**src/rtl/rr_arbiter_pkg.sv**
```systemverilog
`default_nettype none
// ============================================================================
//  Module      : rr_arbiter_pkg
//  Description : Shared helpers for the round-robin arbiter. Holds the
//                cyclic pointer-increment function used to advance the
//                priority pointer past the last granted requester.
//  Revision    : 1.0 - initial release
// ============================================================================
package rr_arbiter_pkg;

    // Widest index the helper handles; the pointer is far narrower in practice.
    localparam int c_IDX_W = 32;

    // Increment an index modulo n: n-1 wraps back to 0.
    function automatic logic [c_IDX_W-1:0] wrap_inc(
        input logic [c_IDX_W-1:0] idx,
        input logic [c_IDX_W-1:0] n
    );
        logic [c_IDX_W-1:0] nxt;
        nxt = idx + 32'd1;
        return (nxt == n) ? '0 : nxt;
    endfunction

endpackage : rr_arbiter_pkg
`default_nettype wire

```
**src/rtl/rr_arbiter_fixed_prio_arb.sv**
```systemverilog
`default_nettype none
// ============================================================================
//  Module      : fixed_prio_arb
//  Description : LSB-first fixed-priority picker. Returns a one-hot vector
//                marking the lowest set bit of req, or all-zero when no
//                bit is set. Purely combinational.
//  Revision    : 1.0 - initial release
// ============================================================================
module fixed_prio_arb #(
    parameter int WIDTH = 4
) (
    input  logic [WIDTH-1:0] req_i,
    output logic [WIDTH-1:0] gnt_o
);

    // Two's-complement trick isolates the lowest set bit: req & -req.
    assign gnt_o = req_i & (~req_i + WIDTH'(1));

endmodule : fixed_prio_arb
`default_nettype wire

```
**src/rtl/rr_arbiter.sv**
```systemverilog
`default_nettype none
// ============================================================================
//  Module      : rr_arbiter
//  Description : Round-robin arbiter for NUM_REQ requesters. The grant is
//                combinational from req_i and a registered priority pointer;
//                the pointer moves one past the granted index on each clock
//                edge that carries a grant, and holds otherwise.
//                Double-priority-encoder scheme: a picker on requests at or
//                above the pointer wins; otherwise a picker on all requests
//                supplies the wrapped-around winner.
//  Revision    : 1.0 - initial release
// ============================================================================
module rr_arbiter
    import rr_arbiter_pkg::*;
#(
    parameter int NUM_REQ = 4
) (
    input  logic               clk_i,
    input  logic               rst_i,
    input  logic [NUM_REQ-1:0] req_i,
    output logic [NUM_REQ-1:0] gnt_o
);

    localparam int PTR_W = $clog2(NUM_REQ);

    logic [PTR_W-1:0]   ptr_q;
    logic [PTR_W-1:0]   ptr_d;
    logic [PTR_W-1:0]   gnt_idx;
    logic [NUM_REQ-1:0] prio_mask;
    logic [NUM_REQ-1:0] req_masked;
    logic [NUM_REQ-1:0] gnt_masked;
    logic [NUM_REQ-1:0] gnt_raw;
    logic [NUM_REQ-1:0] gnt;

    // Thermometer mask: keep only requesters whose index is >= ptr.
    generate
        for (genvar i = 0; i < NUM_REQ; i++) begin : g_mask
            assign prio_mask[i] = (PTR_W'(i) >= ptr_q);
        end
    endgenerate

    assign req_masked = req_i & prio_mask;

    fixed_prio_arb #(
        .WIDTH (NUM_REQ)
    ) u_arb_masked (
        .req_i (req_masked),
        .gnt_o (gnt_masked)
    );

    fixed_prio_arb #(
        .WIDTH (NUM_REQ)
    ) u_arb_raw (
        .req_i (req_i),
        .gnt_o (gnt_raw)
    );

    // Select the grant; reset suppresses it immediately, independent of the clock.
    always_comb begin
        gnt = '0;
        if (!rst_i) begin
            gnt = (|gnt_masked) ? gnt_masked : gnt_raw;
        end
    end

    assign gnt_o = gnt;

    // Encode the one-hot grant and compute the next pointer one past it.
    always_comb begin
        gnt_idx = '0;
        for (int k = 0; k < NUM_REQ; k++) begin
            if (gnt[k]) begin
                gnt_idx = gnt_idx | PTR_W'(k);
            end
        end
        ptr_d = ptr_q;
        if (|gnt) begin
            ptr_d = PTR_W'(wrap_inc(32'(gnt_idx), 32'(NUM_REQ)));
        end
    end

    // Priority pointer register, cleared asynchronously so requester 0 leads after reset.
    always_ff @(posedge clk_i or posedge rst_i) begin
        if (rst_i) begin
            ptr_q <= '0;
        end else begin
            ptr_q <= ptr_d;
        end
    end

endmodule : rr_arbiter
`default_nettype wire

```
**config.mk**
```make
export PLATFORM = sky130hd
export DESIGN_NAME = rr_arbiter
export DESIGN_NICKNAME = d
export VERILOG_FILES = /design/src/rtl/rr_arbiter_pkg.sv /design/src/rtl/rr_arbiter_fixed_prio_arb.sv /design/src/rtl/rr_arbiter.sv
export SDC_FILE = /design/constraint.sdc
export NUM_CORES = 1
export LEC_CHECK = 0
export ABC_AREA = 1
export CORE_AREA = 2 2 39 41
export CTS_CLUSTER_SIZE = 20
export DETAILED_ROUTE_END_ITERATION = 8
export DIE_AREA = 0 0 41 43
export GPL_TIMING_DRIVEN = 0
export SYNTH_ARGS = -nofsm -noshare
export SYNTH_HDL_FRONTEND = slang
export SYNTH_SLANG_ARGS = --single-unit
```
**constraint.sdc**
```tcl
create_clock -name clk_i -period 3.1 [get_ports clk_i]
set_input_delay 0.93 -clock clk_i [delete_from_list [all_inputs] [get_ports clk_i]]
set_output_delay 0.93 -clock clk_i [all_outputs]
set_load 0.1 [all_outputs]
```
==> flow_metrics.py, run 1 <==
metrics = {
    "cts": {
        "htreeDepth": 1,
        "clk_latency_ns": 0.22,
        "postCtsHoldBufs": 0,
        "cts_tree": "yes",
        "clockBufferDepth": 2,
        "cts-root-buf": "clkbuf_4",
        "cts_made_buffers": 3,
        "cts.sinks": 2,
        "cts_setup_buffers": 0,
        "clk_pin_slew_ns": 0.03,
    },
    "floorplanning": {
        "core_area_um2": 1380,
        "start_util_pct": 18.3,
        "fp.dieH_um": 43,
        "row_count": 14,
        "ios": 10,
        "fp.dieW_um": 41,
        "die_area_um2": 1760,
    },
    "placement": {
        "port_buffers": 9,
        "dp_hpwl_um": 465,
        "place.gp.congestion": 0.721,
    },
    "drt": {
        "dr.pass1.iters": 2,
        "drt_iter0_drc": 1,
        "drc": 0,
        "vias": 271,
        "wirelength_um": 570,
        "ant_nets": 0,
        "vias_per_cell": 4.11,
        "wl_per_cell_um": 8.64,
    },
    "sta": {
        "relSlewSlack_pct": 86.7,
        "setup_viol": 0,
        "worst_pin_slew_ns": 0.199,
        "rsz0062_at_grt": "yes",
        "drv_slew": 0,
        "clock_skew_ns": 0.00289,
        "fin_crit_ns": 3.05,
        "hold-worst-slack_ns": 0.612,
        "hold_viol": 0,
        "tns_ns": 0,
        "fin_crit_sh_pct": 98.3,
        "fmax_mhz": 328,
    },
    "worst_setup_path": {
        "crit_path_max_incr_delay_ns": 0.47,
        "critPathCaptureType": "output pin",
        "timing.critical_path.max_delay_family": "buffers and inverters",
        "worstPathCellList": "clkdlybuf4s50_1, a21oi_1, nand3_1, nand2_1, nand2_2, inv_1, buf_12",
        "worstSetupStartpointType": "input pin",
        "crit_slowest_cell": "clkdlybuf4s50_1",
        "crit_type": "input pin to output pin",
        "cp_num_buf_inv": 3,
        "worstPathRequired_ns": 2.17,
        "path_max_fanout": 4,
        "crit_arrival_ns": 2.12,
    },
    "synth": {
        "ys_seq_area_share_pct": 19.8,
        "netlist_area_um2": 253,
        "ys_ff_latch": 2,
        "yosys_warnings": 0,
        "avgSynthCellArea_um2": 6.65,
        "synth_cell_types": 14,
        "syn_inst": 38,
        "syn_nets": 44,
    },
    "global_routing": {
        "grt_max_degree": 7,
        "track_usage_pct": 8.32,
        "grt_pass1_wl_um": 959,
        "antenna_found_initial": 0,
        "grt_pass1_vias": 270,
        "grt_overflow": 0,
    },
    "finish": {
        "area_growth_pct": 64.9,
        "reg_top3": "ptr_q x2",
        "top_register": "ptr_q",
        "largest_reg_flops": 2,
        "post-route-util_pct": 30.1,
        "drive_gt1_share_pct": 38.0,
        "finalNetCount": 58,
        "n_antenna_cell": 0,
    },
    "power_and_ir_drop": {
        "vdd_drop_max_mv": 0.352,
        "p_per_area_nw_per_um2": 839,
        "power.leakage_nw": 0.223,
    },
    "flow_run": {
        "maxCapViolations": 0,
    },
    "outcome": {
        "status": "finished clean",
    },
    "worst_hold_path": {
        "min-delay-path-class": "flip-flop to flip-flop",
    },
}
[worst register-to-register path, cell delays in order (launching register included)]
cell	delay, ns
dfrtp_1	0.42
nor2_1	0.16
nand2_2	0.10
and3_1	0.16
nand3_1	0.08
inv_1	0.09
a21oi_2	0.11
[Yosys cell counts]
library cell,instances,area share (%)
inv_1,7,10
nand2_1,7,10
a21oi_2,4,14
nand2_2,4,9.9
nand3_1,3,5.9
nor2_1,3,4.5
a21oi_1,2,4.0
dfrtp_1,2,20
a21oi_4,1,6.4
and3_1,1,2.5
inv_2,1,1.5
nand2_4,1,4.5
nand3_2,1,4.0
nand4_1,1,2.5
[cell families (layout without fill, tap and decap cells)]
family                 after synthesis  after routing  synth area share [%]
AOI/OAI and AO/OA                    7              7                  24.3
DFF                                  2              2                  19.8
and+or+nand+nor                     21             21                  44.1
buffers and inverters                8             20                  11.9
[cells in the final DEF, fill, tap and decap left out, types with 2 or more instances in the layout]
| cell | instances |
|---|---|
| a21oi_1 | 2 |
| nand2_2 | 4 |
| nor2_1 | 3 |
| clkdlybuf4s50_1 | 3 |
| inv_1 | 7 |
| buf_12 | 2 |
| nand2_1 | 7 |
| buf_8 | 2 |
| dfrtp_1 | 2 |
| a21oi_2 | 4 |
| clkbuf_4 | 3 |
| nand3_1 | 3 |
[layout make-up]
cell class                      instances  area, µm²
Multi-Input combinational cell         28        173
Sequential cell                         2       50.0
Clock buffer                            3       22.5
Inverter                                8       30.0
Fill cell                             154        967
Tap cell                               16       20.0
Timing Repair Buffer                    9        121
[final timing paths]
check                         start  endpoint  slack, ns  cells after the start
max                        req_i[0]  gnt_o[0]       0.05                      7
min                        ptr_q[0]  ptr_q[0]       0.61                      2
max reg2reg                ptr_q[1]  ptr_q[1]       1.91                      6
min reg2reg                ptr_q[0]  ptr_q[0]       0.61                      2
max in group asynchronous     rst_i  ptr_q[1]       2.06                      2
min in group asynchronous     rst_i  ptr_q[0]       0.91                      2
[metrics by stage]
stage	power, W	setup WS, ns	area (µm²)	std cells
2_1_floorplan	0.000229	0.216	253	38
3_3_place_gp	0.000272	-0.920	363	63
3_5_place_dp	0.000273	-0.912	363	63
4_1_cts	0.000345	0.0264	398	66
5_1_grt	0.000375	-0.0109	417	66
6_report	0.000350	0.0514	417	66
[metal layers]
metal | track usage, % | up-vias | part of all wire (%)
met1 | 9.90 | 117 | 44
met5 | 0 | - | 0
met2 | 11.6 | 8 | 46
met4 | 8.00 | 0 | 3.0
met3 | 1.57 | 2 | 6.5
li1 | - | 144 | -
[report_power, final]
part | switching (W) | internal (W) | leakage [nW]
combinational | 0.000154 | 0.0000821 | 0.186
sequential | 0.0000163 | 0.0000396 | 0.0233
clock | 0.0000148 | 0.0000427 | 0.0138
[repair_timing]
item                                    in CTS  in global routing
gates resized for setup                     31                  5
pin swaps                                    0                  0
endpoints found under the setup margin       4                  4
hold endpoints to repair                     0                  0
No activity file was read; power rests on OpenSTA's default activity.
==> run 2: changes to the inputs <==
- PLACE_DENSITY: unset -> 0.4
==> flow_metrics.py, run 2 (synthesized netlist as in run 1, its figures left out) <==
metrics = {
    "finish": {
        "post-route-util_pct": 30.7,
        "largest_reg_flops": 2,
        "nFillCells": 161,
        "fin_area_um2": 424,
        "n_antenna_cell": 0,
        "drive_gt1_share_pct": 42.0,
        "final_cell_mix": "nand2_1, inv_1, a21oi_2",
        "ff_latch_area_um2": 50.0,
        "area_growth_pct": 67.8,
        "final_common_cell": "nand2_1",
        "reg_top3": "ptr_q x2",
        "top_register": "ptr_q",
        "finalNetCount": 58,
        "final_cells": 66,
        "multiInputGateArea_um2": 176,
    },
    "sta": {
        "fin_crit_sh_pct": 96.6,
        "fmax_mhz": 334,
        "hold-worst-slack_ns": 0.610,
        "rsz0062_at_grt": "no",
        "clock_skew_ns": 0.00127,
        "drv_slew": 0,
        "tns_ns": 0,
        "relSlewSlack_pct": 86.2,
        "fin_crit_ns": 3.00,
        "setup_viol": 0,
        "hold_viol": 0,
        "worst_pin_slew_ns": 0.207,
    },
    "power_and_ir_drop": {
        "p_per_area_nw_per_um2": 834,
        "power.leakage_nw": 0.231,
        "vdd_drop_max_mv": 0.348,
    },
    "cts": {
        "cts-root-buf": "clkbuf_4",
        "cts_made_buffers": 3,
        "clk_pin_slew_ns": 0.03,
        "clk_latency_ns": 0.22,
        "htreeDepth": 1,
        "cts.sinks": 2,
        "cts_tree": "yes",
        "postCtsHoldBufs": 0,
        "clockBufferDepth": 2,
    },
    "worst_setup_path": {
        "critPathCaptureType": "output pin",
        "crit_type": "input pin to output pin",
        "crit_slowest_cell": "clkdlybuf4s50_1",
        "path_max_fanout": 3,
        "worstPathCellList": "clkdlybuf4s50_1, inv_1, nand4_1, a21oi_4, buf_6",
        "crit_path_max_incr_delay_ns": 0.46,
        "crit_arrival_ns": 2.07,
        "worstSetupStartpointType": "input pin",
        "worstPathRequired_ns": 2.17,
    },
    "floorplanning": {
        "ios": 10,
        "fp.dieW_um": 41,
        "core_area_um2": 1380,
        "start_util_pct": 18.3,
        "fp.dieH_um": 43,
        "row_count": 14,
        "die_area_um2": 1760,
    },
    "placement": {
        "port_buffers": 9,
        "dpl_cell_area_um2": 363,
        "dp_cells": 63,
        "dp_hpwl_um": 470,
        "place.gp.congestion": 0.610,
    },
    "global_routing": {
        "antenna_found_initial": 0,
        "grt_pass1_vias": 250,
        "grt_max_degree": 7,
        "track_usage_pct": 8.12,
        "grt_overflow": 0,
        "grt_pass1_wl_um": 966,
    },
    "worst_hold_path": {
        "min-delay-path-class": "flip-flop to flip-flop",
    },
    "drt": {
        "ant_nets": 0,
        "vias_per_cell": 4.09,
        "drt_iter0_drc": 2,
        "vias": 270,
        "dr.pass1.iters": 2,
        "drc": 0,
        "wl_per_cell_um": 9.11,
        "wirelength_um": 601,
    },
    "outcome": {
        "status": "finished clean",
    },
    "flow_run": {
        "maxCapViolations": 0,
    },
}
[run 2: changes by cell type in the layout (fill, tap and decap cells not counted)]
| cell | before | now |
|---|---|---|
| inv_2 | 1 | 2 |
| a21oi_2 | 4 | 5 |
| clkdlybuf4s50_1 | 3 | 2 |
| buf_12 | 2 | 3 |
| dlymetal6s2s_1 | 1 | 2 |
| inv_1 | 7 | 6 |
| a21oi_1 | 2 | 1 |
| buf_8 | 2 | 0 |
| buf_6 | 0 | 1 |
[run 2: area by class of cell]
class	count	area share [%]
Multi-Input combinational cell	28	41.6
Timing Repair Buffer	9	29.5
Sequential cell	2	11.8
Inverter	8	7.08
Clock buffer	3	5.31
Tap cell	16	4.72
[run 2: per-stage QoR]
step | power [W] | setup slack [ns]
floorplan | 0.000229 | 0.216
global placement | 0.000276 | -0.917
detailed placement | 0.000274 | -0.908
CTS | 0.000346 | 0.0344
global route | 0.000381 | 0.0202
finish | 0.000354 | 0.105
[run 2: worst paths after layout]
path                                  to      from  slack, ns  cells after the start
worst max-delay path            gnt_o[2]  req_i[3]       0.10                      5
worst min-delay path            ptr_q[0]  ptr_q[0]       0.61                      2
worst max register to register  ptr_q[1]  ptr_q[1]       1.85                      6
worst min register to register  ptr_q[0]  ptr_q[0]       0.61                      2
max in group asynchronous       ptr_q[1]     rst_i       2.05                      2
min in group asynchronous       ptr_q[0]     rst_i       0.91                      2
[run 2: routing by layer]
layer	wire [µm]	GRT usage, %	up-vias	share of wire [%]
met1	271	9.90	116	45
met3	59	3.66	0	9.8
met2	269	11.6	10	45
met4	0	4.00	0	0
li1	-	-	144	-
met5	0	0	-	0
[run 2: where the power goes]
group          switching, W  internal, W  total [W]
Combinational      0.000157    0.0000835   0.000240
Sequential        0.0000169    0.0000396  0.0000566
Clock             0.0000143    0.0000427  0.0000570
[run 2: worst max-delay path, delay by kind of cell]
kind	cells	cell delay, ns
buffers and inverters	3	0.80
AO/OA/AOI/OAI	1	0.19
AND/OR/NAND/NOR	1	0.14
[run 2: repair_timing]
item | 4_1_cts | 5_1_grt
setup buffers | 0 | 0
gates resized for setup | 31 | 8
setup endpoints to repair | 4 | 3
